<file path="config.mk">
export PLATFORM = sky130hd
export DESIGN_NAME = vsd_sar_adc_ctrl
export DESIGN_NICKNAME = d
export VERILOG_FILES = /design/src/rtl/vsd_adc_pkg.sv /design/src/rtl/vsd_sar_reg.sv /design/src/rtl/vsd_sar_adc_ctrl.sv
export SDC_FILE = /design/constraint.sdc
export NUM_CORES = 1
export LEC_CHECK = 0
export ABC_AREA = 1
export CORE_MARGIN = 2
export CORE_UTILIZATION = 59
export CTS_BUF_LIST = sky130_fd_sc_hd__clkbuf_8
export CTS_CLUSTER_SIZE = 12
export DETAILED_ROUTE_END_ITERATION = 10
export PLACE_DENSITY_LB_ADDON = 0.15
export SLEW_MARGIN = 25
export SYNTH_ARGS = -nofsm -noshare
export SYNTH_HDL_FRONTEND = slang
export SYNTH_SLANG_ARGS = --single-unit
export TNS_END_PERCENT = 1
</file>
<file path="constraint.sdc">
create_clock -name CLK -period 2.2 [get_ports CLK]
set_input_delay 0.66 -clock CLK [delete_from_list [all_inputs] [get_ports CLK]]
set_output_delay 0.66 -clock CLK [all_outputs]
set_load 0.02 [all_outputs]
</file>
<file path="src/rtl/vsd_adc_pkg.sv">
// Shared types and constants for the SAR ADC controller.
// Optional averaging is enabled by defining VSD_SAR_AVG4_EN.
package vsd_adc_pkg;

  typedef enum logic [1:0] {
    IDLE,
    TRACK,
    TRIAL,
    DONE
  } state_t;

  localparam int ADC_WIDTH = 10;
  // Four conversions are summed, so the average is the sum shifted right by 2.
  localparam int AVG_SHIFT = 2;

endpackage

</file>
<file path="src/rtl/vsd_sar_reg.sv">
// Successive-approximation register: bit pointer plus trial code, with
// init (MSB-only trial), per-bit decide from the comparator, and a last-bit flag.
module vsd_sar_reg
  import vsd_adc_pkg::*;
#(
  parameter int WIDTH = ADC_WIDTH
) (
  input  logic             clk,
  input  logic             rst_n,
  input  logic             init,
  input  logic             decide,
  input  logic             clear,
  input  logic             cmp,
  output logic [WIDTH-1:0] code,
  output logic [WIDTH-1:0] result,
  output logic             last
);

  localparam int PTR_W = (WIDTH > 1) ? $clog2(WIDTH) : 1;

  logic [PTR_W-1:0] ptr;
  logic [WIDTH-1:0] next_code;

  // NOTE: every variable gets its default before the conditional updates, so no latch is inferred.
  always_comb begin
    result      = code;
    result[ptr] = cmp;
    next_code   = result;
    if (ptr != '0) next_code[ptr - PTR_W'(1)] = 1'b1;
  end

  assign last = (ptr == '0);

  // NOTE: registers use non-blocking assignments so each one samples pre-edge values.
  always_ff @(posedge clk or negedge rst_n) begin
    if (!rst_n) begin
      code <= '0;
      ptr  <= '0;
    end else if (clear) begin
      code <= '0;
      ptr  <= '0;
    end else if (init) begin
      code <= WIDTH'(1) << (WIDTH - 1);
      ptr  <= PTR_W'(WIDTH - 1);
    end else if (decide) begin
      code <= next_code;
      if (ptr != '0) ptr <= ptr - PTR_W'(1);
    end
  end

endmodule

</file>
<file path="src/rtl/vsd_sar_adc_ctrl.sv">
// SAR ADC controller: track/hold, bit-by-bit trial, valid/ready result with overrun flag.
// Define VSD_SAR_AVG4_EN to average four back-to-back conversions per start.
module vsd_sar_adc_ctrl
  import vsd_adc_pkg::*;
#(
  parameter int WIDTH         = ADC_WIDTH,
  parameter int SAMPLE_CYCLES = 2,
  parameter int SETTLE_CYCLES = 1
) (
  input  logic             CLK,
  input  logic             reset,
  input  logic             start,
  input  logic             CMP,
  output logic             SAMPLE,
  output logic [WIDTH-1:0] DAC_D,
  output logic             busy,
  output logic [WIDTH-1:0] dout,
  output logic             dout_valid,
  input  logic             dout_ready,
  output logic             overrun
);

  localparam int CNT_MAX = (SAMPLE_CYCLES > SETTLE_CYCLES) ? SAMPLE_CYCLES : SETTLE_CYCLES;
  localparam int CNT_W   = $clog2(CNT_MAX + 1);

  state_t             state, state_next;
  logic [CNT_W-1:0]   cnt;
  logic               accept, retrack, finish;
  logic               reg_init, reg_decide, reg_clear;
  logic [WIDTH-1:0]   sar_result, final_code;
  logic               sar_last;

`ifdef VSD_SAR_AVG4_EN
  logic [1:0]         conv_cnt;
  logic [WIDTH+1:0]   acc, sum;
`endif

  vsd_sar_reg #(.WIDTH(WIDTH)) u_sar_reg (
    .clk    (CLK),
    .rst_n  (reset),
    .init   (reg_init),
    .decide (reg_decide),
    .clear  (reg_clear),
    .cmp    (CMP),
    .code   (DAC_D),
    .result (sar_result),
    .last   (sar_last)
  );

  always_ff @(posedge CLK or negedge reset) begin
    if (!reset) state <= IDLE;
    else        state <= state_next;
  end

  always_comb begin
    state_next = state;
    accept     = 1'b0;
    retrack    = 1'b0;
    finish     = 1'b0;
    reg_init   = 1'b0;
    reg_decide = 1'b0;
    reg_clear  = 1'b0;
    case (state)
      IDLE: if (start) begin
        accept     = 1'b1;
        state_next = TRACK;
      end
      TRACK: if (cnt == CNT_W'(SAMPLE_CYCLES - 1)) begin
        reg_init   = 1'b1;
        state_next = TRIAL;
      end
      TRIAL: if (cnt == CNT_W'(SETTLE_CYCLES)) begin
        reg_decide = 1'b1;
        if (sar_last) begin
`ifdef VSD_SAR_AVG4_EN
          if (conv_cnt != 2'd3) begin
            retrack    = 1'b1;
            reg_clear  = 1'b1;
            state_next = TRACK;
          end else begin
            finish     = 1'b1;
            state_next = DONE;
          end
`else
          finish     = 1'b1;
          state_next = DONE;
`endif
        end
      end
      DONE: begin
        reg_clear  = 1'b1;
        state_next = IDLE;
      end
      default: state_next = IDLE;
    endcase
  end

`ifdef VSD_SAR_AVG4_EN
  assign sum        = acc + {2'b00, sar_result};
  assign final_code = WIDTH'(sum >> AVG_SHIFT);

  always_ff @(posedge CLK or negedge reset) begin
    if (!reset) begin
      acc      <= '0;
      conv_cnt <= '0;
    end else if (accept) begin
      acc      <= '0;
      conv_cnt <= '0;
    end else if (retrack) begin
      acc      <= sum;
      conv_cnt <= conv_cnt + 2'd1;
    end
  end
`else
  assign final_code = sar_result;
`endif

  always_ff @(posedge CLK or negedge reset) begin
    if (!reset) begin
      cnt        <= '0;
      SAMPLE     <= 1'b0;
      busy       <= 1'b0;
      dout       <= '0;
      dout_valid <= 1'b0;
      overrun    <= 1'b0;
    end else begin
      // A reload with a simultaneous consume is not an overwrite.
      overrun <= finish && dout_valid && !dout_ready;

      if (accept || reg_init || reg_decide) cnt <= '0;
      else if (state == TRACK || state == TRIAL) cnt <= cnt + CNT_W'(1);

      if (accept || retrack) SAMPLE <= 1'b1;
      else if (reg_init)     SAMPLE <= 1'b0;

      if (accept)      busy <= 1'b1;
      else if (finish) busy <= 1'b0;

      if (finish) begin
        dout       <= final_code;
        dout_valid <= 1'b1;
      end else if (dout_valid && dout_ready) begin
        dout_valid <= 1'b0;
      end
    end
  end

endmodule

</file>
; Yosys cells after proc, flatten, opt, wreduce, memory -nomap -nowiden
; Cells that the tools add are included.
[classes]
n_addsub = 2
n_lt_le_gt_ge = 4
eq_ne = 8
muxes = 35
n_bitwise = 1
reduce_logical = 20
[ops]
columns = operator, n
row1 = $mux W10, 4
row2 = $mux W1, 17
row3 = $mux W4, 4
row4 = $mux W2, 6
row5 = $bwmux W10, 1
row6 = $lt A4 B5 Y1 const B, 2
row7 = $or A10 B10 Y10, 1
row8 = $demux W1 S4, 2
row9 = $ge A4 B1 Y1 const B, 2
row10 = $ne A2 B2 Y1 const B, 4
row11 = $pmux W2 S4, 1
row12 = $reduce_bool A2 Y1, 4
row13 = $reduce_bool A3 Y1, 2
row14 = $logic_and A1 B1 Y1, 5
row15 = $eq A2 B1 Y1 const B, 2
row16 = $eq A2 B2 Y1 const B, 2
row17 = $logic_not A4 Y1, 1
row18 = $reduce_and A4 Y1, 1
row19 = $reduce_bool A4 Y1, 1
row20 = $sub A4 B1 Y4 const B, 1
row21 = $logic_or A1 B1 Y1, 3
row22 = $add A2 B1 Y2 const B, 1
row23 = $logic_not A2 Y1, 1
row24 = $reduce_and A2 Y1, 1
row25 = $logic_not A1 Y1, 1
[word_totals]
regBits = 32
input_bits = 5
word_cells = 79

; Longest topological paths before layout
[depth]
word_depth = 10
mapped_depth = 10
depth_no_buf = 10

; Cells and area by module
; From an unflattened synthesis, not the netlist that was laid out.
[unflattened]
hier_cells = 259
hier_area_um2 = 1920.6
[by_module_without_submodules]
columns = module, n_inst, cells_each, area_each_um2
row1 = vsd_sar_reg, 1, 162, 1049.8
row2 = vsd_sar_adc_ctrl, 1, 97, 870.8

; Worst setup path after synthesis
; OpenSTA, ideal clock, no wires.
[synth_path]
path_type = register -> register
startpoint = register u_sar_reg.ptr[0]
endpoint = register u_sar_reg.code[8]
arrival_ns = 1.324
required_time_ns = 2.084
setup_slack_ns = 0.760
path_stages_with_launch = 8
path_buffers = 0
synth_period_minus_slack_ns = 1.440
cell_sequence = dfrtp_1 > inv_1 > ha_1 > nand3_1 > a21oi_1 > nand2_1 > nand2_1 > nand2_1
[synth_via]
elab_chain_cells = 10
word_cells_on_any_way = 18
[synth_rtl]
columns = item, line
row1 = from (decl), vsd_sar_reg.sv:21  ; logic [PTR_W-1:0] ptr;
row2 = from (signal assigned), vsd_sar_reg.sv:44  ; ptr <= PTR_W'(WIDTH - 1);
row3 = from (signal assigned), vsd_sar_reg.sv:47  ; if (ptr != '0) ptr <= ptr - PTR_W'(1);
row4 = $sub A4 B1 Y4 (tied with other cells), vsd_sar_reg.sv:29  ; if (ptr != '0) next_code[ptr - PTR_W'(1)] = 1'b1;
row5 = $lt A4 B5 Y1 (not written as such) (tied with other cells), vsd_sar_reg.sv:29
row6 = $logic_and A1 B1 Y1 (not written as such) / $mux W1 (equally long branches), "vsd_sar_reg.sv:29, vsd_sar_reg.sv:27"
row7 = $mux W1 (not written as such) / $demux W1 S4 (equally long branches), -
row8 = $demux W1 S4 / $bwmux W10 (equally long branches), -
row9 = $or A10 B10 Y10 (no line), -
row10 = $mux W10 *, vsd_sar_reg.sv:29
row11 = $mux W10 *, vsd_sar_reg.sv:45  ; end else if (decide) begin
row12 = $mux W10 *, vsd_sar_reg.sv:42  ; end else if (init) begin
row13 = $mux W10 *, vsd_sar_reg.sv:39  ; end else if (clear) begin
row14 = to (signal assigned), vsd_sar_reg.sv:43  ; code <= WIDTH'(1) << (WIDTH - 1);
row15 = to (signal assigned), vsd_sar_reg.sv:46  ; code <= next_code;
row16 = to (decl), vsd_sar_reg.sv:14  ; output logic [WIDTH-1:0] code,
; Mark *: on every way between the ends. The rest lies on a longest branch, timed or not. The select of a mux whose other input is x is not followed.
; A chain may end at the register's enable or synchronous reset.

; Worst setup path in the final report
[layout_path]
startpoint = register u_sar_reg.code[6]
endpoint = output port DAC_D[6]
[layout_rtl]
columns = item, line
row1 = to (decl), vsd_sar_adc_ctrl.sv:15  ; output logic [WIDTH-1:0] DAC_D,
; No word-level cell between the ends.

==> summary.md <==
| Metric | Value |
|---|---|
| CTS Root Cell | `clkbuf_8` |
| Fin. Hold Viols | `0` |
| Most frequent cells in the layout | `68 x nand2_1, 32 x dfrtp_1, 28 x clkdlybuf4s50_1, 15 x inv_1, 15 x nand3_1` |
| Core box area | `2980 um2` |
| Most used DFF post-synth | `dfrtp_1` |
| Final Non-Filler Cells | `279` |
| Asr flop ratio synth | `100%` |
| Top-Level Pins | `29` |
| Slowest cell on crit path | `clkdlybuf4s50_1` |
| Nets | `261` |
| Postcts setup bufs | `0` |
| Setup TNS | `0 ps` |
| Share of power burned in registers | `29.5%` |
| Post-CTS Hold Fix Bufs | `0` |
| Avg Vias per Cell | `5.23` |
| Worst-Skew Late Latency | `280 ps` |
| Pin count of the biggest net entering global routing | `33` |
| FMAX | `508 MHz` |
| Worst Setup Start Kind | `register` |
| Slew headroom | `73.7%` |
| CP arrival | `1310 ps` |
| Sink Count | `32` |
| N_diodes | `0` |
| CTS buffer count | `5` |
| EDFF count, synth | `0` |
| DRC Markers | `0` |
| Layout filler cell count | `225` |
| Internal power | `0.00191 W` |
| Tot Pwr | `0.00345 W` |
| Die area | `3530 um2` |
| Worst-path clk slew | `70 ps` |
| Max-cap violations | `0` |
| Share of cells above drive strength 1 | `17.1%` |
| Worst Path Buf+Inv | `1` |
| Final Util | `74.4%` |
| Delay-heaviest family, CP | `buffers and inverters` |
| PD cells | `1560 nW/um2` |
| DR WL/cell | `12.6 um` |
| Crit path cell chain | `clkdlybuf4s50_1` |
| Mapped Nets | `228` |
| Crit share post-route | `89.4%` |
| P_leak | `1.12 nW` |
| Chip width | `59.4 um` |
| Net Sw Frac | `44.5%` |
| Worst VDD drop | `908 uV` |
| Distinct cells, synth | `27` |
| Mapped cell area | `1810 um2` |
| Routed WL | `3530 um` |
| Tightest Pin Transition | `395 ps` |
| Part of the Yosys area used for sequential elements | `44.2%` |
| Dpl hpwl | `2630 um` |
| Initial drt markers | `58` |
| First drt pass iteration count | `4` |
| Run status | `finished clean` |
| Vias in the first global route | `1472` |
| Global Route Usage Sum | `24.5%` |
| Synth Instances | `212` |
| Initial antenna violation count | `0` |
| H-Tree Depth | `2` |
| CTS tree | `built` |
| Synthesis warning total | `0` |
| Die Height | `59.4 um` |
| FP Rows | `20` |
| Buffers added on ports | `28` |
| Syn Area/Cell | `8.55 um2` |
| First-pass GRT wire length | `6430 um` |
| Power share of the clock group | `15.6%` |
| Unrepaired setup endpoints after global routing | `no` |
| ANT nets after route | `0` |
| Via Count | `1459` |
| Worst Hold Class | `register to register` |
| Critical Path End Type | `primary output` |
| Worst Path Required | `1540 ps` |
| CP max FO | `3` |
| Starting Density | `60.9%` |
| Synthesized flop and latch total | `32` |
| Post-layout minimum cycle time | `1970 ps` |
| Post-CTS sizing | `0` |
| Final setup viols | `0` |
| Max-slew violation count | `0` |
| CP Class | `register to primary output` |
| Logic pwr share | `54.9%` |
| Critical path's largest stage delay | `630 ps` |
| Layout area overhead | `22.2%` |
| Clock Skew | `6.95 ps` |
| GR Overflow Total | `0` |
| Routability congestion estimate | `0.923` |
| Commonest non-fill, non-tap cell in the layout | `nand2_1` |
| Clock tree buffer depth | `2` |
| NetSw | `0.00153 W` |
| Placed insts | `271` |
[cell families after synthesis]
family | Yosys count | share of synthesized area [%]
AND/OR/NAND/NOR | 111 | 28.4
flip-flops | 32 | 44.2
AO/OA/AOI/OAI | 31 | 12.6
buffers and inverters | 26 | 6.76
adder cells (fa/ha/maj) | 11 | 7.59
XOR/XNOR | 1 | 0.483
[layout make-up]
cell class	count	area, um2	area share (%)
Clock buffer	5	68.8	3.11
Clock inverter	3	38.8	1.75
Inverter	23	88.8	4.01
Multi-Input combinational cell	154	890	40.1
Sequential cell	32	801	36.1
Tap cell	33	41.3	1.86
Timing Repair Buffer	29	288	13.0
[power by group through the flow]
| stage | logic, W | clock network (W) | registers, W |
|---|---|---|---|
| after floorplan | 0.00116 | 0 | 0.00119 |
| final | 0.00189 | 0.000538 | 0.00102 |
| after global routing | 0.00213 | 0.000575 | 0.00105 |
| after global placement | 0.00186 | 0 | 0.00102 |
| after detailed placement | 0.00190 | 0 | 0.00102 |
| after CTS | 0.00191 | 0.000550 | 0.00102 |
[routing by layer]
metal  track usage (%)  wire length, um  vias to the layer above
li1                  -                -                      752
met1              27.7             1520                      669
met2              43.8             1800                       33
met3              6.99              161                        5
met4              8.44               51                        0
met5                 0                0                        -
[registers in the layout, summed over array words and instances (netlist names)]
name / cells
cnt: 2
SAMPLE: 1
u_sar_reg.ptr: 4
dout: 10
u_sar_reg.code: 10
busy: 1
state: 2
overrun: 1
dout_valid: 1
[through the flow]
stage	instance area [um2]	hold WS [ps]	setup WS, ps
2_1_floorplan	1810	364	760
3_3_place_gp	2110	464	344
3_5_place_dp	2110	462	300
4_1_cts	2220	488	234
5_1_grt	2220	500	206
6_report	2220	483	233
[cells in the mapped netlist, types with 3 or more instances]
library cell	instances	area share, %
buf_6	3	1.9
o21ai_1	6	1.7
o21ai_0	3	0.83
o21ai_2	8	3.9
a21oi_1	5	1.4
nor2_1	13	2.7
a21oi_2	4	1.9
nand3_1	15	4.1
nand2_1	68	14
inv_2	6	1.2
dfrtp_1	32	44
inv_1	14	2.9
nor2_4	4	2.5
nand2_2	3	1.0
ha_1	11	7.6
nand2_4	3	1.9
[worst paths after layout]
| path | from | end | slack, ps | cells past startpoint |
|---|---|---|---|---|
| setup / recovery | u_sar_reg.code[6] | DAC_D[6] | 230 | 1 |
| hold / removal | dout[5] | dout[5] | 480 | 2 |
| setup reg to reg | u_sar_reg.ptr[0] | dout[0] | 420 | 9 |
| hold reg to reg | dout[5] | dout[5] | 480 | 2 |
| max in group asynchronous | reset | cnt[0] | 1140 | 2 |
| min in group asynchronous | reset | u_sar_reg.code[3] | 770 | 2 |
(Power assumes the default switching activity.)
==> variant 1, RTL diff (same flow settings) <==
Encoding of `state_t`: now one-hot (4 bits for 4 states).
--- a/src/rtl/vsd_adc_pkg.sv
+++ b/src/rtl/vsd_adc_pkg.sv
@@ -3,9 +3,9 @@
 package vsd_adc_pkg;
 
-  typedef enum logic [1:0] {
-    IDLE,
-    TRACK,
-    TRIAL,
-    DONE
+  typedef enum logic [3:0] {
+    IDLE  = 4'b0001,
+    TRACK = 4'b0010,
+    TRIAL = 4'b0100,
+    DONE  = 4'b1000
   } state_t;
 
Formal check against the unedited RTL: no difference found for any inputs over 10 cycles, from zero or initial values and one cycle with reset low; not proved beyond that.
==> variant 1 against the unedited design <==
Sequential cell count up 2. Power down 8.5%. Synthesized area up 3.1%. Combinational power down 16%. Final area up 3.8%. Count of clock-buffer cells in the layout unchanged. Setup slack better by 0.018 ns. Synthesized cell count up 4.7%. Sequential share of layout area up 0.89 points. Wire length up 11%. Clock power up 2%. Critical endpoint is now DAC_D[2]. Largest cell class unchanged.
==> variant 1: results (changes against the unedited design) <==
\begin{tabular}{lr}
\hline
Metric & Value \\
\hline
\multicolumn{2}{l}{\textbf{Finish}} \\
Post-Layout Cell Count & 301 (was 279) \\
Nets & 268 (was 261) \\
Finished layout cell area & 0.002301 sq mm (was 0.002216 sq mm) \\
Sequential share of cell area & 37.03\% (was 36.14\%) \\
Non-clock inverter count in the final layout & 24 (was 23) \\
Footprint of the multi-input gates & 882.1 sq um (was 889.6 sq um) \\
Count of multi-input gates & 160 (was 154) \\
Filler Cell Count & 218 (was 225) \\
Data buffer area share & 13.70\% (was 12.99\%) \\
Signal buffers & 31 (was 29) \\
\multicolumn{2}{l}{\textbf{Route}} \\
Iteration-0 DRC count of the detailed router & 90 (was 58) \\
Routed WL per cell & 13.01 microns (was 12.65 microns) \\
Met3 Routed Length & 152 microns (was 161 microns) \\
WL met1 & 1.817 mm (was 1.519 mm) \\
Via-per-instance ratio & 5.193 (was 5.229) \\
\multicolumn{2}{l}{\textbf{STA}} \\
Max Clock Skew & 0.006053 ns (was 0.006946 ns) \\
Relative slew slack & 72.08\% (was 73.68\%) \\
\multicolumn{2}{l}{\textbf{Global routing}} \\
Wire length of the first global-routing pass & 6.568 mm (was 6.430 mm) \\
GRT Overall Usage & 25.03\% (was 24.52\%) \\
Largest net degree at the start of global routing & 35 (was 33) \\
\multicolumn{2}{l}{\textbf{Place}} \\
Global placer's final weighted congestion & 0.8851 (was 0.9225) \\
Cell Count Post-Placement & 293 (was 271) \\
Hpwl dp & 2.807 mm (was 2.628 mm) \\
Pre-CTS worst setup slack & 0.2482 ns (was 0.3000 ns) \\
\multicolumn{2}{l}{\textbf{Power}} \\
Peak supply drop & 0.6485 mV (was 0.9081 mV) \\
LEAKAGE & 1.136 nW (was 1.121 nW) \\
\multicolumn{2}{l}{\textbf{Status}} \\
Outcome & completed (unchanged) \\
\multicolumn{2}{l}{\textbf{Worst setup path}} \\
Worst EP arrival & 1.29 ns (was 1.31 ns) \\
\multicolumn{2}{l}{\textbf{Synthesis}} \\
Mean area per synthesized cell & 8.420 sq um (was 8.552 sq um) \\
Number of different library cells in the post-synthesis netlist & 25 (was 27) \\
Syn\_nets & 234 (was 228) \\
\multicolumn{2}{l}{\textbf{Floorplan}} \\
Std-Cell Core Area & 0.003028 sq mm (was 0.002978 sq mm) \\
\hline
\end{tabular}
==> variant 1: changes by cell type after synthesis, sizes merged, moves of 2 or more <==
cell,before,now
o21ai,18,27
clkinv,2,0
inv,21,24
nor2,17,19
nand2,74,79
ha,11,7
a21oi,9,6
==> variant 1: worst paths after layout <==
path | start | end | slack [ns] | cells past startpoint
worst max register to register | u_sar_reg.ptr[0] | dout[2] | 0.34 | 8
min in group asynchronous | reset | u_sar_reg.code[0] | 0.77 | 2
worst min-delay path | busy | busy | 0.48 | 2
worst min register to register | busy | busy | 0.48 | 2
worst max-delay path | u_sar_reg.code[2] | DAC_D[2] | 0.25 | 1
max in group asynchronous | reset | state[0] | 1.09 | 2
==> variant 1: power by group through the flow <==
stage	logic [mW]	registers, mW	clock network (mW)
after floorplan	0.883	1.18	0
after global placement	1.54	1.01	0
after detailed placement	1.57	1.02	0
after CTS	1.59	1.01	0.560
after global routing	1.75	1.04	0.578
final	1.59	1.02	0.548
==> variant 1: per-layer routing <==
metal	up-vias	GRT usage [%]
met5	-	0
met4	0	9.524
met3	4	5.411
met2	42	39.91
met1	732	33.33
li1	785	-
==> variant 1: worst register-to-register path, cell delays in order (launching register included) <==
cell	delay (ns)
sky130_fd_sc_hd__dfrtp_1	0.44
sky130_fd_sc_hd__inv_1	0.21
sky130_fd_sc_hd__ha_1	0.36
sky130_fd_sc_hd__nand2_8	0.12
sky130_fd_sc_hd__inv_2	0.10
sky130_fd_sc_hd__nand2_2	0.18
sky130_fd_sc_hd__buf_12	0.22
sky130_fd_sc_hd__nand2_1	0.08
sky130_fd_sc_hd__o21ai_2	0.05
==> variant 1: cell families after synthesis <==
group / Yosys count / synth area share (%)
flops: 34 / 45.58
buf+inv: 28 / 7.229
simple gates: 117 / 30.52
compound gates: 36 / 11.98
fa+ha+maj: 7 / 4.685
==> variant 2, RTL diff (same settings) <==
Made on the original files. `SAMPLE_CYCLES`: 2 -> 1.
--- a/src/rtl/vsd_sar_adc_ctrl.sv
+++ b/src/rtl/vsd_sar_adc_ctrl.sv
@@ -5,5 +5,5 @@
 #(
   parameter int WIDTH         = ADC_WIDTH,
-  parameter int SAMPLE_CYCLES = 2,
+  parameter int SAMPLE_CYCLES = 1,
   parameter int SETTLE_CYCLES = 1
 ) (
Formal check against the unedited RTL: not equivalent (a bounded check fails within 4 cycles, from zero or initial values and one cycle with reset low).
==> variant 2 against the unedited design <==
Wire length rose by 1.7%. Setup slack improved by 0.031 ns. Utilization grew 1.6 points. Sequential cell count fell by 1. Power up 1.8%. Final area decreased by 4.6%. Synthesized area fell by 4.1%.
==> variant 2: results (changes against the unedited design) <==
\begin{tabular}{lr}
\hline
Metric & Value \\
\hline
\multicolumn{2}{l}{\textbf{Global routing}} \\
Wire length of the first global-routing pass & 6.265 mm (was 6.430 mm) \\
Vias in the first global route & 1432 (was 1472) \\
GRT Overall Usage & 24.60\% (was 24.52\%) \\
Largest net degree at the start of global routing & 32 (was 33) \\
\multicolumn{2}{l}{\textbf{Power}} \\
Peak supply drop & 1.368 mV (was 0.9081 mV) \\
LEAKAGE & 1.053 nW (was 1.121 nW) \\
\multicolumn{2}{l}{\textbf{Synthesis}} \\
Syn\_nets & 229 (was 228) \\
Most used standard cells in the synthesized netlist & sky130\_fd\_sc\_hd\_\_nand2\_1 (68), sky130\_fd\_sc\_hd\_\_dfrtp\_1 (31), sky130\_fd\_sc\_hd\_\_inv\_1 (23) (was sky130\_fd\_sc\_hd\_\_nand2\_1 (68), sky130\_fd\_sc\_hd\_\_dfrtp\_1 (32), sky130\_fd\_sc\_hd\_\_nand3\_1 (15)) \\
Number of different library cells in the post-synthesis netlist & 25 (was 27) \\
Register area share after synthesis & 44.64\% (was 44.17\%) \\
\multicolumn{2}{l}{\textbf{Route}} \\
Total Wirelength & 3.588 mm (was 3.529 mm) \\
Via-per-instance ratio & 5.406 (was 5.229) \\
\multicolumn{2}{l}{\textbf{Finish}} \\
Filler Cell Count & 217 (was 225) \\
Proportion of layout cells with a drive suffix above 1 & 10.93\% (was 17.07\%) \\
Nets & 262 (was 261) \\
\multicolumn{2}{l}{\textbf{Clock tree}} \\
Number of setup buffers added after CTS & 0 (unchanged) \\
TritonCTS Buffers & 5 (unchanged) \\
\multicolumn{2}{l}{\textbf{Min path}} \\
Worst hold path startpoint & busy (was dout[5]) \\
\multicolumn{2}{l}{\textbf{Worst setup path}} \\
Crit path launch & u\_sar\_reg.code[4] (was u\_sar\_reg.code[6]) \\
Worst EP arrival & 1.28 ns (was 1.31 ns) \\
Max incr delay on CP & 0.61 ns (was 0.63 ns) \\
\multicolumn{2}{l}{\textbf{Status}} \\
Outcome & completed (unchanged) \\
\multicolumn{2}{l}{\textbf{Place}} \\
Placed cell areas & 0.002027 sq mm (was 0.002108 sq mm) \\
Global placer's final weighted congestion & 0.8596 (was 0.9225) \\
\multicolumn{2}{l}{\textbf{STA}} \\
Relative slew slack & 71.10\% (was 73.68\%) \\
\hline
\end{tabular}
-- variant 2: changes by cell type after synthesis, sizes merged, moves of 2 or more --
| cell | unedited run | this run |
|---|---|---|
| clkinv | 2 | 0 |
| inv | 21 | 25 |
| nand2 | 74 | 71 |
| nand3 | 16 | 11 |
| nor3 | 1 | 4 |
| o21ai | 18 | 25 |
| o22ai | 2 | 4 |
-- variant 2: area by class of cell --
| class | instances | area share, % |
|---|---|---|
| multi-input cells | 154 | 38.93 |
| clock buffers | 6 | 3.905 |
| inverters | 25 | 4.438 |
| clock inverters | 1 | 0.2367 |
| well taps | 31 | 1.834 |
| flip-flops and latches | 31 | 36.69 |
| repair buffers | 30 | 13.96 |
-- variant 2: worst paths after layout --
path                       depth (start not counted)  slack [ns]           endpoint
min                                                2        0.47               busy
max in group asynchronous                          2        1.15  u_sar_reg.code[8]
min reg2reg                                        2        0.47               busy
max reg2reg                                        7        0.42            dout[8]
max                                                1        0.26           DAC_D[4]
min in group asynchronous                          2        0.76         dout_valid
-- variant 2: metal layers --
metal  part of all wire (%)  global-route usage, %
met5                      0                      0
met1                     46                  33.33
met3                    6.3                  7.143
met4                    1.6                  10.96
met2                     46                  36.60
-- variant 2: worst min-delay path: cells and delay by family (launching register included) --
family | cells | cell delay, ns
flops | 1 | 0.35
simple gates | 2 | 0.09
-- variant 2: cells by family (layout without fill, tap and decap cells) --
| group | Yosys count | in the layout | share of synthesized area (%) |
|---|---|---|---|
| compound gates | 40 | 40 | 13.97 |
| fa+ha+maj | 10 | 10 | 7.199 |
| buf+inv | 29 | 62 | 7.991 |
| flops | 31 | 31 | 44.64 |
| simple gates | 104 | 104 | 26.21 |
-- variant 2: power breakdown --
| group | total (mW) | switching (mW) | leakage, nW | internal (mW) |
|---|---|---|---|---|
| clock | 0.452 | 0.207 | 0.0470 | 0.245 |
| combinational | 2.05 | 1.27 | 0.612 | 0.781 |
| sequential | 1.01 | 0.188 | 0.394 | 0.820 |
-- variant 2: stage by stage --
stage	hold WS (ns)	utilization, %	setup WS [ns]	power [mW]
final	0.4736	76.02	0.2641	3.508
after global routing	0.5127	76.02	0.2154	3.803
after floorplan	0.3644	-	0.6546	2.423
after CTS	0.4783	76.02	0.2602	3.502
after global placement	0.4587	72.87	0.2737	2.995
after detailed placement	0.4629	72.87	0.2693	3.037
